### src/rtl/kestrel_bus_decoder.sv
// Kestrel data-bus interconnect: one master, NSLAVES address regions, registered
// one-hot slave strobes, a no-ack watchdog and capture of errored accesses.
module kestrel_bus_decoder #(
   parameter int NSLAVES  = 4,
   parameter int SEL_BITS = 2,
   parameter int ADR_W    = 15,
   parameter int DAT_W    = 16,
   parameter int TIMEOUT  = 15,
   parameter int ERRC_W   = 8
) (
   input  logic                      sys_clk_i,
   input  logic                      sys_rst_i,
   input  logic [ADR_W-1:0]          m_adr_i,
   input  logic [DAT_W-1:0]          m_dat_i,
   output logic [DAT_W-1:0]          m_dat_o,
   input  logic                      m_we_i,
   input  logic                      m_cyc_i,
   input  logic                      m_stb_i,
   output logic                      m_ack_o,
   output logic                      m_err_o,
   output logic [ADR_W-SEL_BITS-1:0] s_adr_o,
   output logic [DAT_W-1:0]          s_dat_o,
   output logic                      s_we_o,
   output logic                      s_cyc_o,
   output logic [NSLAVES-1:0]        s_stb_o,
   input  logic [NSLAVES*DAT_W-1:0]  s_dat_i,
   input  logic [NSLAVES-1:0]        s_ack_i,
   output logic [ADR_W-1:0]          err_adr_o,
   output logic [ERRC_W-1:0]         err_cnt_o
);

   localparam int TMR_W = (TIMEOUT > 1) ? $clog2(TIMEOUT) : 1;
   localparam logic [TMR_W-1:0] TMR_LAST = TMR_W'((TIMEOUT > 0) ? TIMEOUT - 1 : 0);

   typedef enum logic [1:0] {ST_IDLE, ST_WAIT, ST_DONE} state_t;

   state_t              r_state;
   logic [SEL_BITS-1:0] r_sel;
   logic [TMR_W-1:0]    r_tmr;
   logic [NSLAVES-1:0]  r_stb;
   logic [DAT_W-1:0]    r_dat;
   logic                r_ack;
   logic                r_err;
   logic [ADR_W-1:0]    r_err_adr;
   logic [ERRC_W-1:0]   r_err_cnt;

   logic [SEL_BITS-1:0] w_region;
   logic                w_mapped;
   logic                w_req;
   logic [NSLAVES-1:0]  w_onehot;
   logic                w_ack_sel;
   logic [DAT_W-1:0]    w_dat_sel;

   assign s_adr_o   = m_adr_i[ADR_W-SEL_BITS-1:0];
   assign s_dat_o   = m_dat_i;
   assign s_we_o    = m_we_i;
   assign s_cyc_o   = m_cyc_i;
   assign s_stb_o   = r_stb;
   assign m_dat_o   = r_dat;
   assign m_ack_o   = r_ack;
   assign m_err_o   = r_err;
   assign err_adr_o = r_err_adr;
   assign err_cnt_o = r_err_cnt;

   assign w_region = m_adr_i[ADR_W-1 -: SEL_BITS];
   assign w_mapped = ({1'b0, w_region} < (SEL_BITS+1)'(NSLAVES));
   assign w_req    = m_cyc_i & m_stb_i;

   // Only the latched slot may complete the access; other acks are masked here.
   always_comb begin
      w_onehot  = '0;
      w_ack_sel = 1'b0;
      w_dat_sel = '0;
      for (int i = 0; i < NSLAVES; i++) begin
         if (w_region == SEL_BITS'(i)) w_onehot[i] = 1'b1;
         if (r_sel == SEL_BITS'(i)) begin
            w_ack_sel = s_ack_i[i];
            w_dat_sel = s_dat_i[i*DAT_W +: DAT_W];
         end
      end
   end

   always_ff @(posedge sys_clk_i or negedge sys_rst_i) begin
      if (!sys_rst_i) begin
         r_state   <= ST_IDLE;
         r_sel     <= '0;
         r_tmr     <= '0;
         r_stb     <= '0;
         r_dat     <= '0;
         r_ack     <= 1'b0;
         r_err     <= 1'b0;
         r_err_adr <= '0;
         r_err_cnt <= '0;
      end else begin
         r_ack <= 1'b0;
         r_err <= 1'b0;
         case (r_state)
            ST_IDLE: begin
               if (w_req) begin
                  if (w_mapped) begin
                     r_sel   <= w_region;
                     r_tmr   <= '0;
                     r_stb   <= w_onehot;
                     r_state <= ST_WAIT;
                  end else begin
                     r_err     <= 1'b1;
                     r_err_adr <= m_adr_i;
                     if (r_err_cnt != '1) r_err_cnt <= r_err_cnt + 1'b1;
                     r_state   <= ST_DONE;
                  end
               end
            end
            ST_WAIT: begin
               // Abort beats ack, ack beats the watchdog.
               if (!m_cyc_i) begin
                  r_stb   <= '0;
                  r_state <= ST_IDLE;
               end else if (w_ack_sel) begin
                  r_dat   <= w_dat_sel;
                  r_ack   <= 1'b1;
                  r_stb   <= '0;
                  r_state <= ST_DONE;
               end else begin
                  r_tmr <= r_tmr + 1'b1;
                  if (TIMEOUT != 0 && r_tmr == TMR_LAST) begin
                     r_err     <= 1'b1;
                     r_stb     <= '0;
                     r_err_adr <= m_adr_i;
                     if (r_err_cnt != '1) r_err_cnt <= r_err_cnt + 1'b1;
                     r_state   <= ST_DONE;
                  end
               end
            end
            ST_DONE: r_state <= ST_IDLE;
            default: r_state <= ST_IDLE;
         endcase
      end
   end

endmodule

### config.mk
export PLATFORM = sky130hd
export DESIGN_NAME = kestrel_bus_decoder
export DESIGN_NICKNAME = d
export VERILOG_FILES = /design/src/rtl/kestrel_bus_decoder.sv
export SDC_FILE = /design/constraint.sdc
export NUM_CORES = 1
export LEC_CHECK = 0
export ABC_AREA = 0
export CAP_MARGIN = 15
export CORE_MARGIN = 5
export CORE_UTILIZATION = 41
export CTS_BUF_LIST = sky130_fd_sc_hd__clkbuf_8
export DETAILED_ROUTE_END_ITERATION = 6
export HOLD_SLACK_MARGIN = 0.15
export PLACE_DENSITY = 0.89
export SYNTH_ARGS = -nofsm -noshare
export SYNTH_HDL_FRONTEND = slang
export SYNTH_SLANG_ARGS = --single-unit
### constraint.sdc
create_clock -name sys_clk_i -period 5.27 [get_ports sys_clk_i]
set_input_delay 1.054 -clock sys_clk_i [delete_from_list [all_inputs] [get_ports sys_clk_i]]
set_output_delay 1.054 -clock sys_clk_i [all_outputs]
set_load 0.03 [all_outputs]
==> results.toml <==
[global_route]
track_usage_pct = 15.4
grt-ovfl-total = 0
grt_max_degree = 54
grt_pass1_vias = 2162
grt_pass1_wl_mm = 10.5
antenna_found_initial = 0

[timing]
period_needed_ns = 3.40
fin_ws_ns = 1.87
slew_violations = 0
slew_headroom_pct = 36.0
hold_viol_final = 0
worstMarginPinSlew_ns = 0.958
fin_skew_ns = 0.00483
finalCritPeriodShare_pct = 64.5
clock.fmax_mhz = 294
rsz0062_at_grt = "no"
final-setup-viol-count = 0
setup_tns_ns = 0

[cts]
clk_latency_ns = 0.29
root_buffer = "clkbuf_8"
clock-sinks = 53
cts_tree = "yes"
cts_setup_buffers = 0
cts.reportedPaths.clkPinSlew_ns = 0.09
cts-buffers-inserted = 5
cts_hold_buf = 0
cts-htree-levels = 2
post_cts_resize_count = 0
cts_buffer_depth = 2

[setup_path]
crit_top_cell = "clkdlybuf4s50_1"
critPathRequiredTime_ns = 4.22
path_delay_family = "buffers and inverters"
crit_buf_inv = 2
crit_chain = "clkdlybuf4s50_1, clkdlybuf4s50_1"
crit_path_end_kind = "primary output"
cp_slowest_cell = "clkdlybuf4s50_1"
crit_path_max_fanout = 6
crit_path_start_kind = "input pin"
worstPathArrival_ns = 2.35
critical_path_class = "in -> out"
slowest_delay_ns = 0.71

[synthesis]
syn_inst = 205
synth.net_count = 312
synth_top_area_share_pct = 46.9
synth_top_cell_by_area = "dfrtp_1"
syn-cell-area_um2 = 2830
yosys-top-cells-area = "dfrtp_1, mux2_2, mux4_2"
synth.distinct_cells = 36
synth.yosys.seq_area_share_pct = 46.9
postSynthAreaPerCell_um2 = 13.8
synth-seq-cells = 53
ys_warn_count = 0

[drt]
post_drt_wl_per_cell_um = 16.9
drc = 0
drt_iter0_markers = 36
firstDrtPassIters = 4
vias = 2083
vias_per_cell = 5.18
drt-total-wl_mm = 6.78
antenna_left = 0

[power]
p_leak_nw = 1.79
peakVddDrop_mv = 0.188
powerDensity_nw_per_um2 = 336
fin_total_pwr_mw = 1.42

[floorplanning]
coreArea_um2 = 6760
die_width_um = 93.0
rows = 30
die_y_um = 93.0
die_area_um2 = 8650
start_util_pct = 41.8
io_pins = 180

[cells_and_area]
utilization_pct = 62.5
nets = 428
final_common_cell = "clkdlybuf4s50_1"
antenna_cells = 0
layout_common_cells = "clkdlybuf4s50_1, dfrtp_1, mux2_2"
drive_gt1_share_pct = 20.5
fillCellCount = 533
syn2layout_area_growth_pct = 49.3

[placement]
place_ws_ns = 1.62
port_buffers = 145
gp_congestion = 0.774
dpl.hpwl_mm = 5.39

[run_status]
run_status = "complete, no violations"

[flow_run]
max_cap_viol_count = 0

[hold_path]
min_path_type = "reg -> reg"
## Yosys cell counts
master     n
nand3b_1   1
a21o_1     1
inv_1      3
or2_2      1
a311o_1    1
nor3b_1    3
mux4_2    16
mux2_2    37
nand2_1    3
and3b_1    1
xnor2_1    7
ha_1       3
and2_1     1
and4_1     1
dfrtp_1   53
nand4_1    2
xor2_1     1
a2111o_1   1
a31oi_1    1
nor2b_1    3
mux4_1     1
buf_1      2
nor2_1     6
a41oi_1    1
nor3_4     1
nand3_1    7
o21ai_0    2
nor3_1     2
mux2_1     1
buf_6      3
and3_1     3
a21oi_1    1
buf_4     31
nor4b_1    1
nand3_2    1
buf_2      2
## registers in the layout (all words and copies together), names as in the netlist
signal	cells
err_adr_o	15
err_cnt_o	8
m_ack_o	1
m_dat_o	16
m_err_o	1
r_sel	2
r_state	2
r_tmr	4
s_stb_o	4
## layout make-up
| type | instances | area (µm²) | area share, % |
|---|---|---|---|
| clock inverters | 2 | 33.8 | 0.800 |
| clock buffers | 6 | 82.6 | 1.96 |
| multi-input cells | 111 | 1200 | 28.6 |
| well taps | 80 | 100 | 2.37 |
| inverters | 3 | 11.3 | 0.267 |
| repair buffers | 147 | 1460 | 34.6 |
| flip-flops and latches | 53 | 1330 | 31.4 |
## routing by layer
| layer | vias up | share of wire [%] | track usage, % | routed length (µm) |
|---|---|---|---|---|
| li1 | 950 | - | - | - |
| met1 | 1003 | 36 | 17.5 | 2470 |
| met2 | 110 | 52 | 26.9 | 3510 |
| met3 | 20 | 9.5 | 4.75 | 647 |
| met4 | 0 | 2.2 | 6.11 | 151 |
| met5 | - | 0 | 0 | 0 |
## report_power, final
group / internal, mW / total [mW] / switching [mW] / leakage (nW)
Clock: 0.153 / 0.279 / 0.126 / 0.0626
Sequential: 0.484 / 0.539 / 0.0552 / 0.700
Combinational: 0.314 / 0.598 / 0.284 / 1.03
## path summary, 6_finish.rpt
check / startpoint / cells past startpoint / slack, ns / endpoint
max in group asynchronous: sys_rst_i / 2 / 3.95 / m_dat_o[1]$_DFFE_PN0P_
hold reg to reg: m_dat_o[13]$_DFFE_PN0P_ / 1 / 0.51 / m_dat_o[13]$_DFFE_PN0P_
min in group asynchronous: sys_rst_i / 2 / 0.84 / err_adr_o[0]$_DFFE_PN0P_
setup reg to reg: r_sel[1]$_DFFE_PN0P_ / 4 / 2.32 / err_cnt_o[1]$_DFFE_PN0P_
hold / removal: m_dat_o[13]$_DFFE_PN0P_ / 1 / 0.51 / m_dat_o[13]$_DFFE_PN0P_
setup / recovery: m_cyc_i / 2 / 1.87 / s_cyc_o
## through the flow
stage / cell area [µm²] / std cells / hold slack [ns]
after detailed placement: 4100 / 394 / 0.492
after global placement: 4100 / 394 / 0.485
after CTS: 4220 / 402 / 0.513
after global routing: 4220 / 402 / 0.538
final: 4220 / 402 / 0.509
after floorplan: 2830 / 205 / 0.495
## kinds of logic (layout without fill, tap and decap cells)
| group | after synthesis | count (layout) | synth area share [%] |
|---|---|---|---|
| AO/OA/AOI/OAI | 8 | 8 | 2.08 |
| XOR/XNOR | 8 | 8 | 2.48 |
| adder cells (fa/ha/maj) | 3 | 3 | 1.33 |
| buffers and inverters | 41 | 158 | 10.4 |
| flip-flops | 53 | 53 | 46.9 |
| multiplexers | 55 | 55 | 28.8 |
| AND/OR/NAND/NOR | 37 | 37 | 7.92 |
Power figures use the tool's default switching activity.
